[src/rtl/alarm_pkg.sv]
// Shared types and defaults for the multi-slot alarm bank.
//   bcd_time_t    : HH:MM as four BCD digits
//   alarm_state_t : ring/snooze/stop state machine encoding
package alarm_pkg;

  typedef struct packed {
    logic [3:0] ms_hr;
    logic [3:0] ls_hr;
    logic [3:0] ms_min;
    logic [3:0] ls_min;
  } bcd_time_t;

  typedef enum logic [1:0] {
    IDLE   = 2'd0,
    RING   = 2'd1,
    SNOOZE = 2'd2
  } alarm_state_t;

  localparam int SNOOZE_MIN_DEF   = 5;
  localparam int RING_MAX_MIN_DEF = 10;

endpackage

[src/rtl/alarm_slot.sv]
// One alarm slot: stored BCD time, enable bit and comparator.
// Ports:
//   clk, reset_n   clock, async active-low reset
//   we             write strobe for this slot
//   new_time/new_en  values captured on we
//   current_time   running clock time
//   match          enabled and stored time equals current time
//   stored_time/stored_en  slot contents for read-back
module alarm_slot
  import alarm_pkg::*;
(
  input  logic      clk,
  input  logic      reset_n,
  input  logic      we,
  input  bcd_time_t new_time,
  input  logic      new_en,
  input  bcd_time_t current_time,
  output logic      match,
  output bcd_time_t stored_time,
  output logic      stored_en
);

  always_ff @(posedge clk or negedge reset_n) begin
    if (!reset_n) begin
      stored_time <= '0;
      stored_en   <= 1'b0;
    end else if (we) begin
      stored_time <= new_time;
      stored_en   <= new_en;
    end
  end

  assign match = stored_en && (stored_time == current_time);

endmodule

[src/rtl/alarm_bank.sv]
// Multi-slot alarm bank: NUM_ALARMS HH:MM alarms sharing one
// ring/snooze/stop state machine.
// Ports:
//   clk, reset_n                 clock, async active-low reset
//   load_new_a, load_idx         slot write strobe and target slot
//   new_alarm_time_*, new_alarm_en  BCD digits and enable to store
//   current_time_*               running BCD time from the time counter
//   min_tick                     one-cycle pulse per minute
//   snooze, stop_alarm           one-cycle key pulses
//   rd_idx, rd_alarm_time_*, rd_alarm_en  combinational slot read-back
//   sound_alarm, ring_idx, snoozing       registered status
//
// state  | meaning
// IDLE   | no alarm active, waiting for a rising match
// RING   | alarm sounding; ring_cnt counts minutes toward auto-timeout
// SNOOZE | alarm silenced; snz_cnt counts minutes down to re-ring
module alarm_bank
  import alarm_pkg::*;
#(
  parameter  int NUM_ALARMS   = 4,
  parameter  int SNOOZE_MIN   = SNOOZE_MIN_DEF,
  parameter  int RING_MAX_MIN = RING_MAX_MIN_DEF,
  localparam int IDX_W        = (NUM_ALARMS > 1) ? $clog2(NUM_ALARMS) : 1
) (
  input  logic             clk,
  input  logic             reset_n,
  input  logic             load_new_a,
  input  logic [IDX_W-1:0] load_idx,
  input  logic [3:0]       new_alarm_time_ms_hr,
  input  logic [3:0]       new_alarm_time_ms_min,
  input  logic [3:0]       new_alarm_time_ls_hr,
  input  logic [3:0]       new_alarm_time_ls_min,
  input  logic             new_alarm_en,
  input  logic [3:0]       current_time_ms_hr,
  input  logic [3:0]       current_time_ms_min,
  input  logic [3:0]       current_time_ls_hr,
  input  logic [3:0]       current_time_ls_min,
  input  logic             min_tick,
  input  logic             snooze,
  input  logic             stop_alarm,
  input  logic [IDX_W-1:0] rd_idx,
  output logic [3:0]       rd_alarm_time_ms_hr,
  output logic [3:0]       rd_alarm_time_ms_min,
  output logic [3:0]       rd_alarm_time_ls_hr,
  output logic [3:0]       rd_alarm_time_ls_min,
  output logic             rd_alarm_en,
  output logic             sound_alarm,
  output logic [IDX_W-1:0] ring_idx,
  output logic             snoozing
);

  localparam int CNT_MAX = (SNOOZE_MIN > RING_MAX_MIN) ? SNOOZE_MIN : RING_MAX_MIN;
  localparam int CNT_W   = $clog2(CNT_MAX + 1);

  bcd_time_t               new_time, cur_time;
  bcd_time_t               slot_time [NUM_ALARMS];
  logic [NUM_ALARMS-1:0]   slot_en, match, match_q, trig;
  logic [IDX_W-1:0]        win_idx, ring_idx_nx;
  logic                    any_trig, disable_hit;
  alarm_state_t            state, state_nx;
  logic [CNT_W-1:0]        ring_cnt, ring_cnt_nx, snz_cnt, snz_cnt_nx;

  assign new_time = '{ms_hr: new_alarm_time_ms_hr, ls_hr: new_alarm_time_ls_hr,
                      ms_min: new_alarm_time_ms_min, ls_min: new_alarm_time_ls_min};
  assign cur_time = '{ms_hr: current_time_ms_hr, ls_hr: current_time_ls_hr,
                      ms_min: current_time_ms_min, ls_min: current_time_ls_min};

  // Out-of-range load_idx never equals any slot index, so it is dropped.
  for (genvar i = 0; i < NUM_ALARMS; i++) begin : g_slot
    alarm_slot u_slot (
      .clk          (clk),
      .reset_n      (reset_n),
      .we           (load_new_a && (load_idx == IDX_W'(i))),
      .new_time     (new_time),
      .new_en       (new_alarm_en),
      .current_time (cur_time),
      .match        (match[i]),
      .stored_time  (slot_time[i]),
      .stored_en    (slot_en[i])
    );
  end

  always_comb begin
    rd_alarm_time_ms_hr  = '0;
    rd_alarm_time_ls_hr  = '0;
    rd_alarm_time_ms_min = '0;
    rd_alarm_time_ls_min = '0;
    rd_alarm_en          = 1'b0;
    for (int i = 0; i < NUM_ALARMS; i++) begin
      if (rd_idx == IDX_W'(i)) begin
        rd_alarm_time_ms_hr  = slot_time[i].ms_hr;
        rd_alarm_time_ls_hr  = slot_time[i].ls_hr;
        rd_alarm_time_ms_min = slot_time[i].ms_min;
        rd_alarm_time_ls_min = slot_time[i].ls_min;
        rd_alarm_en          = slot_en[i];
      end
    end
  end

  // Fire only on the first cycle of a match so a held minute rings once.
  assign trig     = match & ~match_q;
  assign any_trig = |trig;

  always_comb begin
    win_idx = '0;
    for (int i = NUM_ALARMS - 1; i >= 0; i--) begin
      if (trig[i]) win_idx = IDX_W'(i);
    end
  end

  assign disable_hit = load_new_a && !new_alarm_en && (load_idx == ring_idx);

  always_comb begin
    state_nx    = state;
    ring_idx_nx = ring_idx;
    ring_cnt_nx = ring_cnt;
    snz_cnt_nx  = snz_cnt;
    unique case (state)
      IDLE: begin
        if (any_trig) begin
          state_nx    = RING;
          ring_idx_nx = win_idx;
          ring_cnt_nx = '0;
        end
      end
      RING: begin
        if (stop_alarm) begin
          state_nx = IDLE;
        end else if (snooze) begin
          state_nx   = SNOOZE;
          snz_cnt_nx = CNT_W'(SNOOZE_MIN);
        end else if (min_tick) begin
          ring_cnt_nx = ring_cnt + CNT_W'(1);
          if (ring_cnt == CNT_W'(RING_MAX_MIN - 1)) state_nx = IDLE;
        end
      end
      SNOOZE: begin
        if (stop_alarm) begin
          state_nx = IDLE;
        end else if (min_tick) begin
          snz_cnt_nx = snz_cnt - CNT_W'(1);
          if (snz_cnt == CNT_W'(1)) begin
            state_nx    = RING;
            ring_cnt_nx = '0;
          end
        end
      end
      default: state_nx = IDLE;
    endcase
    // Disabling the active slot silences it regardless of key activity.
    if (state != IDLE && disable_hit) state_nx = IDLE;
  end

  always_ff @(posedge clk or negedge reset_n) begin
    if (!reset_n) begin
      state       <= IDLE;
      match_q     <= '0;
      ring_idx    <= '0;
      ring_cnt    <= '0;
      snz_cnt     <= '0;
      sound_alarm <= 1'b0;
      snoozing    <= 1'b0;
    end else begin
      state       <= state_nx;
      match_q     <= match;
      ring_idx    <= ring_idx_nx;
      ring_cnt    <= ring_cnt_nx;
      snz_cnt     <= snz_cnt_nx;
      sound_alarm <= (state_nx == RING);
      snoozing    <= (state_nx == SNOOZE);
    end
  end

endmodule

[config.mk]
export PLATFORM = sky130hd
export DESIGN_NAME = alarm_bank
export DESIGN_NICKNAME = d
export VERILOG_FILES = /design/src/rtl/alarm_pkg.sv /design/src/rtl/alarm_slot.sv /design/src/rtl/alarm_bank.sv
export SDC_FILE = /design/constraint.sdc
export NUM_CORES = 1
export LEC_CHECK = 0
export BUFFER_PORTS_ARGS = -buffer_cell sky130_fd_sc_hd__buf_2
export CORE_ASPECT_RATIO = 0.9
export CORE_MARGIN = 1.5
export CORE_UTILIZATION = 55
export DETAILED_ROUTE_END_ITERATION = 10
export PLACE_DENSITY = 0.82
export SETUP_SLACK_MARGIN = 0.02
export SYNTH_ARGS = -nofsm -noshare
export SYNTH_HDL_FRONTEND = slang
export SYNTH_SLANG_ARGS = --single-unit
[constraint.sdc]
create_clock -name clk -period 3.15 [get_ports clk]
set_clock_uncertainty 0.2 [all_clocks]
set_input_delay 0.1575 -clock clk [delete_from_list [all_inputs] [get_ports clk]]
set_output_delay 0.1575 -clock clk [all_outputs]
set_load 0.005 [all_outputs]
==> results of run 1 <==
==> critical path: stages, from the launching register on <==
cell     delay, ns
dfrtp_1       0.41
xnor2_1       0.30
nand4_1       0.15
or4_1         0.58
nor3_2        0.25
or4_4         0.21
o21ai_0       0.08
==> power groups by stage <==
stage | clock [W] | sequential (W) | combinational (W)
finish | 0.000807 | 0.00144 | 0.000693
global route | 0.000863 | 0.00146 | 0.000747
CTS | 0.000819 | 0.00143 | 0.000693
detailed placement | 0 | 0.00145 | 0.000668
global placement | 0 | 0.00144 | 0.000657
floorplan | 0 | 0.00140 | 0.000447
==> cell usage after synthesis (3+ instances only) <==
cell type  number
nand4_1         6
ha_1            4
inv_1           7
nor3_1          5
nor2_1         10
dfrtp_1        86
o21a_1          3
o21ai_0         5
buf_2           5
xnor2_1        25
nand2_1         9
mux4_2         17
nor4_1          8
nand3_1         5
nand2b_1        3
clkbuf_1        8
a21oi_1         8
xor2_1         39
mux2_2         69
nand3b_1        6
==> worst paths after layout <==
kind                       depth (start not counted)                         endpoint  slack, ns
max in group asynchronous                          2                         state[0]       1.72
min                                                4                       match_q[3]       0.03
max                                                6                      ring_cnt[3]       0.86
max reg2reg                                        6                      ring_cnt[3]       0.86
min in group asynchronous                          2  g_slot[1].u_slot.stored_time[4]       0.33
min reg2reg                                        2                       snz_cnt[2]       0.35
==> registers in the layout, summed over array words and instances, names as in the netlist <==
| name | flops |
|---|---|
| state | 2 |
| g_slot.u_slot.stored_time | 64 |
| snz_cnt | 4 |
| sound_alarm | 1 |
| ring_cnt | 4 |
| snoozing | 1 |
| g_slot.u_slot.stored_en | 4 |
| ring_idx | 2 |
| match_q | 4 |
==> cell families (layout without fill, tap and decap cells) <==
group,Yosys count,count (layout)
multiplexers,86,86
XOR/XNOR,65,65
flip-flops,86,86
AND/OR/NAND/NOR,69,69
buffers and inverters,21,111
AO/OA/AOI/OAI,31,31
adder cells (fa/ha/maj),4,4
==> area by class of cell <==
| type | count | area, µm² | share of cell area |
|---|---|---|---|
| inverters | 7 | 26.3 | 0.00477 |
| clock buffers | 11 | 151 | 0.0275 |
| well taps | 99 | 124 | 0.0225 |
| repair buffers | 88 | 558 | 0.101 |
| flip-flops and latches | 86 | 2150 | 0.391 |
| clock inverters | 5 | 57.6 | 0.0105 |
| multi-input cells | 255 | 2440 | 0.443 |
==> stage by stage <==
step                      utilization  hold WS, ns  worst slack (ns)
after CTS                       0.676       0.0228             0.885
after global routing            0.676       0.0404             0.750
final                           0.676       0.0277             0.861
after detailed placement        0.624        0.229             0.895
after floorplan                     -       -0.338              1.15
after global placement          0.624        0.218             0.913
==> routing by layer <==
layer	vias to the layer above	share of wire	global-route usage
li1	1489	-	-
met1	1690	0.43	0.371
met2	139	0.48	0.405
met3	26	0.067	0.0557
met4	0	0.021	0.0751
met5	-	0	0
==> results.tsv, run 1 <==
stage	metric	value	unit
critical_path	arrival	2.32	ns
clock_tree	ctsResizeCount	0	
drt	vias	3344	
critical_path	crit_type	register to register	
floorplan	initial_utilization	0.574	
drt	drcViolationCount	0	
power_and_ir_drop	intPower	0.00207	W
critical_path	startpoint	g_slot[0].u_slot.stored_time[10]	
power_and_ir_drop	p_comb_frac	0.236	
power_and_ir_drop	p_leak	2.38	nW
placement	hpwl	7.71	mm
synth	post_synth_fa_ha_maj_area_fraction	0.0107	
final_layout	fillers	589	
clock_tree	clock_path_buffers	2	
final_layout	area_growth	17.8	%
sta	maxSlewHeadroom	0.278	
synth	synth_cell_type_count	47	
synth	synth-main-ff-cell	dfrtp_1	
global_routing	track_usage	0.261	
floorplan	io-pin-count	64	
sta	max_clock_freq	437	MHz
synth	synth_mux_area_frac	0.248	
placement	placedInstanceArea	0.00509	mm²
global_routing	grt_pass1_vias	3402	
clock_tree	ctsHoldBuffers	21	
final_layout	layout_common_cells	86 x dfrtp_1, 69 x mux2_2, 62 x buf_2	
clock_tree	cts_setup_buffers	0	
power_and_ir_drop	finalPower	0.00294	W
power_and_ir_drop	power_frac_seq	0.489	
global_routing	antenna_found_initial	0	
synth	syn_nets	409	
critical_path	cp-end-kind	register	
drt	wl_per_cell	20.0	µm
synth	yosys.area_share.simple	0.0934	
final_layout	final_area	0.00551	mm²
min_path	hold_path.class	input port to register	
sta	worstMarginPinSlew	1.08	ns
clock_tree	clk_latency	0.36	ns
critical_path	cp.required	3.18	ns
clock_tree	cts_sinks	86	
synth	syn_inst	362	
power_and_ir_drop	powerDensity	533	mW/mm²
critical_path	crit_path_max_fanout	4	
sta	finalHoldViolations	0	
floorplan	coreArea	0.00815	mm²
critical_path	critPathLaunchType	register	
drt	ant_nets	0	
placement	io_buffers	63	
power_and_ir_drop	power_switching	0.000862	W
synth	synthArstFlopShare	1.00	
power_and_ir_drop	swShare	0.294	
synth	synth_top_area_share	0.460	
critical_path	r2r-start	g_slot[0].u_slot.stored_time[10]	
placement	gp_congestion	0.941	
synth	synth_edf_count	0	
final_layout	final_cells	551	
synth	synth_compound_area_frac	0.0455	
run_status	status	finished, final reports clean	
drt	drt_iter0_markers	322	
clock_tree	cts_tree	done	
synth	syn_area_per_cell	12.9	µm²
sta	fin_crit	2.29	ns
synth	ys_top_cells_by_area	dfrtp_1 46%, mux2_2 17%, mux4_2 8.2%	
placement	dpl.cell_count	514	
drt	viasPerCell	6.07	
final_layout	num_antenna_cells	0	
sta	grt_setup_unrepaired	no	
synth	ys_ff_latch	86	
synth	ys_seq_area_frac	0.460	
clock_tree	clk_pin_slew	0.08	ns
floorplan	die_x	100	µm
synth	synth.yosys.warnings	0	
clock_tree	cts-root-buf	clkbuf_8	
power_and_ir_drop	peakVddDrop	0.336	mV
sta	timing.final.crit_share	0.727	
power_and_ir_drop	p_clk_frac	0.275	
sta	setup-violations-final	0	
global_routing	grt_max_degree	87	
synth	synth_top_family_by_area	multiplexers	
floorplan	die_h	90.5	µm
global_routing	grt_pass1_wl	18.1	mm
flow_run	cap_violations	0	
synth	synth_xor_area_frac	0.123	
sta	drv_slew	0	
final_layout	final_common_cell	dfrtp_1	
floorplan	num_rows	31	
global_routing	gr-total-overflow	0	
final_layout	drive_above_1_share	0.398	
drt	first_pass_iters	5	
min_path	hp-start	current_time_ls_min[2]	
synth	netlist.top_cell.by_area	dfrtp_1	
sta	tns	0	ns
synth	netlist_area	0.00467	mm²
floorplan	die-area	0.00906	mm²
clock_tree	cts-htree-levels	3	
final_layout	fin_nets	494	
clock_tree	cts_buffers	9	
drt	drt_wl_total	11.0	mm
No activity file was read; power rests on OpenSTA's default activity.
==> run 2: changes to the inputs <==
--- a/config.mk
+++ b/config.mk
@@ -8,9 +8,9 @@
 export BUFFER_PORTS_ARGS = -buffer_cell sky130_fd_sc_hd__buf_2
 export CORE_ASPECT_RATIO = 0.9
 export CORE_MARGIN = 1.5
-export CORE_UTILIZATION = 55
+export CORE_UTILIZATION = 52
 export DETAILED_ROUTE_END_ITERATION = 10
-export PLACE_DENSITY = 0.82
+export PLACE_DENSITY = 0.81
 export SETUP_SLACK_MARGIN = 0.02
 export SYNTH_ARGS = -nofsm -noshare
 export SYNTH_HDL_FRONTEND = slang
==> constraint.sdc (replaced) <==
create_clock -name clk -period 2.1 [get_ports clk]
set_clock_uncertainty 0.2 [all_clocks]
set_input_delay 0.105 -clock clk [delete_from_list [all_inputs] [get_ports clk]]
set_output_delay 0.105 -clock clk [all_outputs]
set_load 0.005 [all_outputs]
==> results.tsv, run 2 (synthesis gave the netlist of run 1 again) <==
stage	metric	value	unit	change
run_status	status	complete, but fails checks		
run_status	violations	negative setup slack		
drt	drt_iter0_markers	157		-51%
floorplan	die_x	103	µm	+2.8%
global_routing	grt_pass1_wl	18.5	mm	+2.2%
clock_tree	clk_pin_slew	0.08	ns	about the same
critical_path	path_cells	xor2_1, nor3_1, nand4_2, nor2_1, or4_4, o41ai_2		
final_layout	num_antenna_cells	0		unchanged
critical_path	startpoint	g_slot[3].u_slot.stored_time[3]		
final_layout	fillers	632		+7.3%
floorplan	die-area	0.00957	mm²	+5.6%
critical_path	reg2regPathDepth	6		unchanged
placement	hpwl	8.13	mm	+5.4%
drt	drcViolationCount	0		unchanged
final_layout	multi_input_area	0.00256	mm²	+5.1%
sta	layout_setup_ws	-0.0542	ns	-0.916 ns
drt	first_pass_iters	5		unchanged
floorplan	io-pin-count	64		unchanged
sta	max_clock_freq	464	MHz	+6.2%
sta	timing.final.crit_share	1.03		+0.299
power_and_ir_drop	p_leak	2.51	nW	+5.3%
final_layout	regMostFlops	g_slot.u_slot.stored_time		
drt	wl_per_cell	20.1	µm	+0.31%
min_path	hold_path.class	input port to register		
global_routing	gr-total-overflow	0		unchanged
placement	placedInstanceArea	0.00521	mm²	+2.5%
floorplan	coreArea	0.00865	mm²	+6.2%
critical_path	crit_path_top_delay_cell	or4_4		
sta	tns	-0.150	ns	-0.150 ns
floorplan	initial_utilization	0.541		-0.0334
critical_path	critPathLaunchType	register		
final_layout	fin_nets	515		+4.3%
sta	setup-violations-final	6		+6
clock_tree	cts_sinks	86		unchanged
critical_path	cp-end-kind	register		
critical_path	r2r_slack	-0.05	ns	-0.92 ns
clock_tree	cts_tree	done		
placement	pre_cts_slack	-0.108	ns	-1.00 ns
critical_path	crit_path_end	ring_cnt[1]		
drt	drt_wl_total	11.9	mm	+7.4%
clock_tree	clk_latency	0.36	ns	about the same
power_and_ir_drop	powerDensity	767	mW/mm²	+44%
drt	vias	3464		+3.6%
placement	io_buffers	63		unchanged
final_layout	final_core_util	0.672		-0.00401
final_layout	seq_area	0.00215	mm²	about the same
drt	viasPerCell	5.87		-3.3%
sta	maxSlewHeadroom	0.633		+0.355
final_layout	layout_common_cells	85 x dfrtp_1, 69 x mux2_2, 62 x buf_2		
final_layout	area_growth	24.3	%	
sta	finalHoldViolations	0		unchanged
clock_tree	cts-htree-levels	3		unchanged
sta	worstMarginPinSlew	0.548	ns	-0.535 ns
critical_path	r2r-start	g_slot[3].u_slot.stored_time[3]		
final_layout	largest_reg_flops	64		unchanged
critical_path	cp.required	2.15	ns	-1.03 ns
power_and_ir_drop	peakVddDrop	0.526	mV	+56%
clock_tree	clock_path_buffers	2		unchanged
global_routing	antenna_found_initial	0		unchanged
placement	gp_congestion	0.878		-6.7%
final_layout	final_common_cell	dfrtp_1		
floorplan	num_rows	32		+3.2%
critical_path	crit_path_max_fanout	4		unchanged
final_layout	final_area	0.00581	mm²	+5.5%
global_routing	grt_pass1_vias	3649		+7.3%
critical_path	r2r_end	ring_cnt[1]		
clock_tree	cts_buffers	9		unchanged
drt	ant_nets	0		unchanged
flow_run	cap_violations	0		unchanged
sta	grt_setup_unrepaired	yes		
global_routing	track_usage	0.265		+0.00363
sta	fin_crit	2.15	ns	-0.134 ns
clock_tree	cts-root-buf	clkbuf_8		
critical_path	crit_type	register to register		
critical_path	arrival	2.21	ns	-0.11 ns
floorplan	die_h	92.9	µm	+2.7%
final_layout	drive_above_1_share	0.459		+0.0604
global_routing	grt_max_degree	75		-14%
critical_path	cpPeakStageDelay	0.59	ns	about the same
sta	drv_slew	0		unchanged
==> run 2: per-stage QoR <==
step / hold slack (ns) / cells / power (W)
floorplan: -0.391 / 362 / 0.00278
global placement: -0.238 / 544 / 0.00318
detailed placement: -0.232 / 544 / 0.00322
CTS: 0.0203 / 590 / 0.00443
global route: 0.0779 / 590 / 0.00465
finish: 0.0451 / 590 / 0.00446
==> run 2: critical path: cells and delay by family (launching register included) <==
family	cells	cell delay (ns)
simple gates	4	0.91
flops	1	0.40
xor+xnor	1	0.29
compound gates	1	0.24
==> run 2: power breakdown <==
part	leakage [nW]	switching, W	internal, W
logic	1.39	0.000507	0.000683
registers	1.02	0.000245	0.00191
clock network	0.0907	0.000587	0.000530
total	2.51	0.00134	0.00312
==> run 2: layout make-up <==
cell class	count	area share
Timing Repair Buffer	109	0.128
Tap cell	119	0.0256
Multi-Input combinational cell	255	0.441
Inverter	7	0.00452
Clock buffer	9	0.0213
Clock inverter	5	0.00904
Sequential cell	86	0.371
==> run 2: worst min-delay path by stage <==
stage / start / endpoint / slack, ns / depth (start not counted)
floorplan: reset_n / g_slot[0].u_slot.stored_en / -0.39 / 0
global route: current_time_ls_hr[2] / match_q[3] / 0.08 / 5
CTS: current_time_ms_min[1] / match_q[1] / 0.02 / 4
global placement: reset_n / g_slot[3].u_slot.stored_time[7] / -0.24 / 1
detailed placement: reset_n / g_slot[0].u_slot.stored_time[7] / -0.23 / 1
finish: current_time_ls_hr[2] / match_q[3] / 0.05 / 5
==> run 2: per-layer routing <==
| layer | up-vias | track usage | routed length [µm] | part of all wire |
|---|---|---|---|---|
| met4 | 0 | 0.0991 | 201 | 0.017 |
| met5 | - | 0 | 0 | 0 |
| li1 | 1537 | - | - | - |
| met2 | 132 | 0.442 | 6080 | 0.51 |
| met1 | 1779 | 0.337 | 4900 | 0.41 |
| met3 | 16 | 0.0558 | 672 | 0.057 |
==> run 2: what timing repair did <==
item / 4_1_cts / 5_1_grt
hold buffers: 23 / 0
buffers inserted: 9 / 0
setup endpoints to repair: 8 / 10
hold endpoints to repair: 162 / 0
pin swaps: 19 / 7
gates resized for setup: 15 / 8
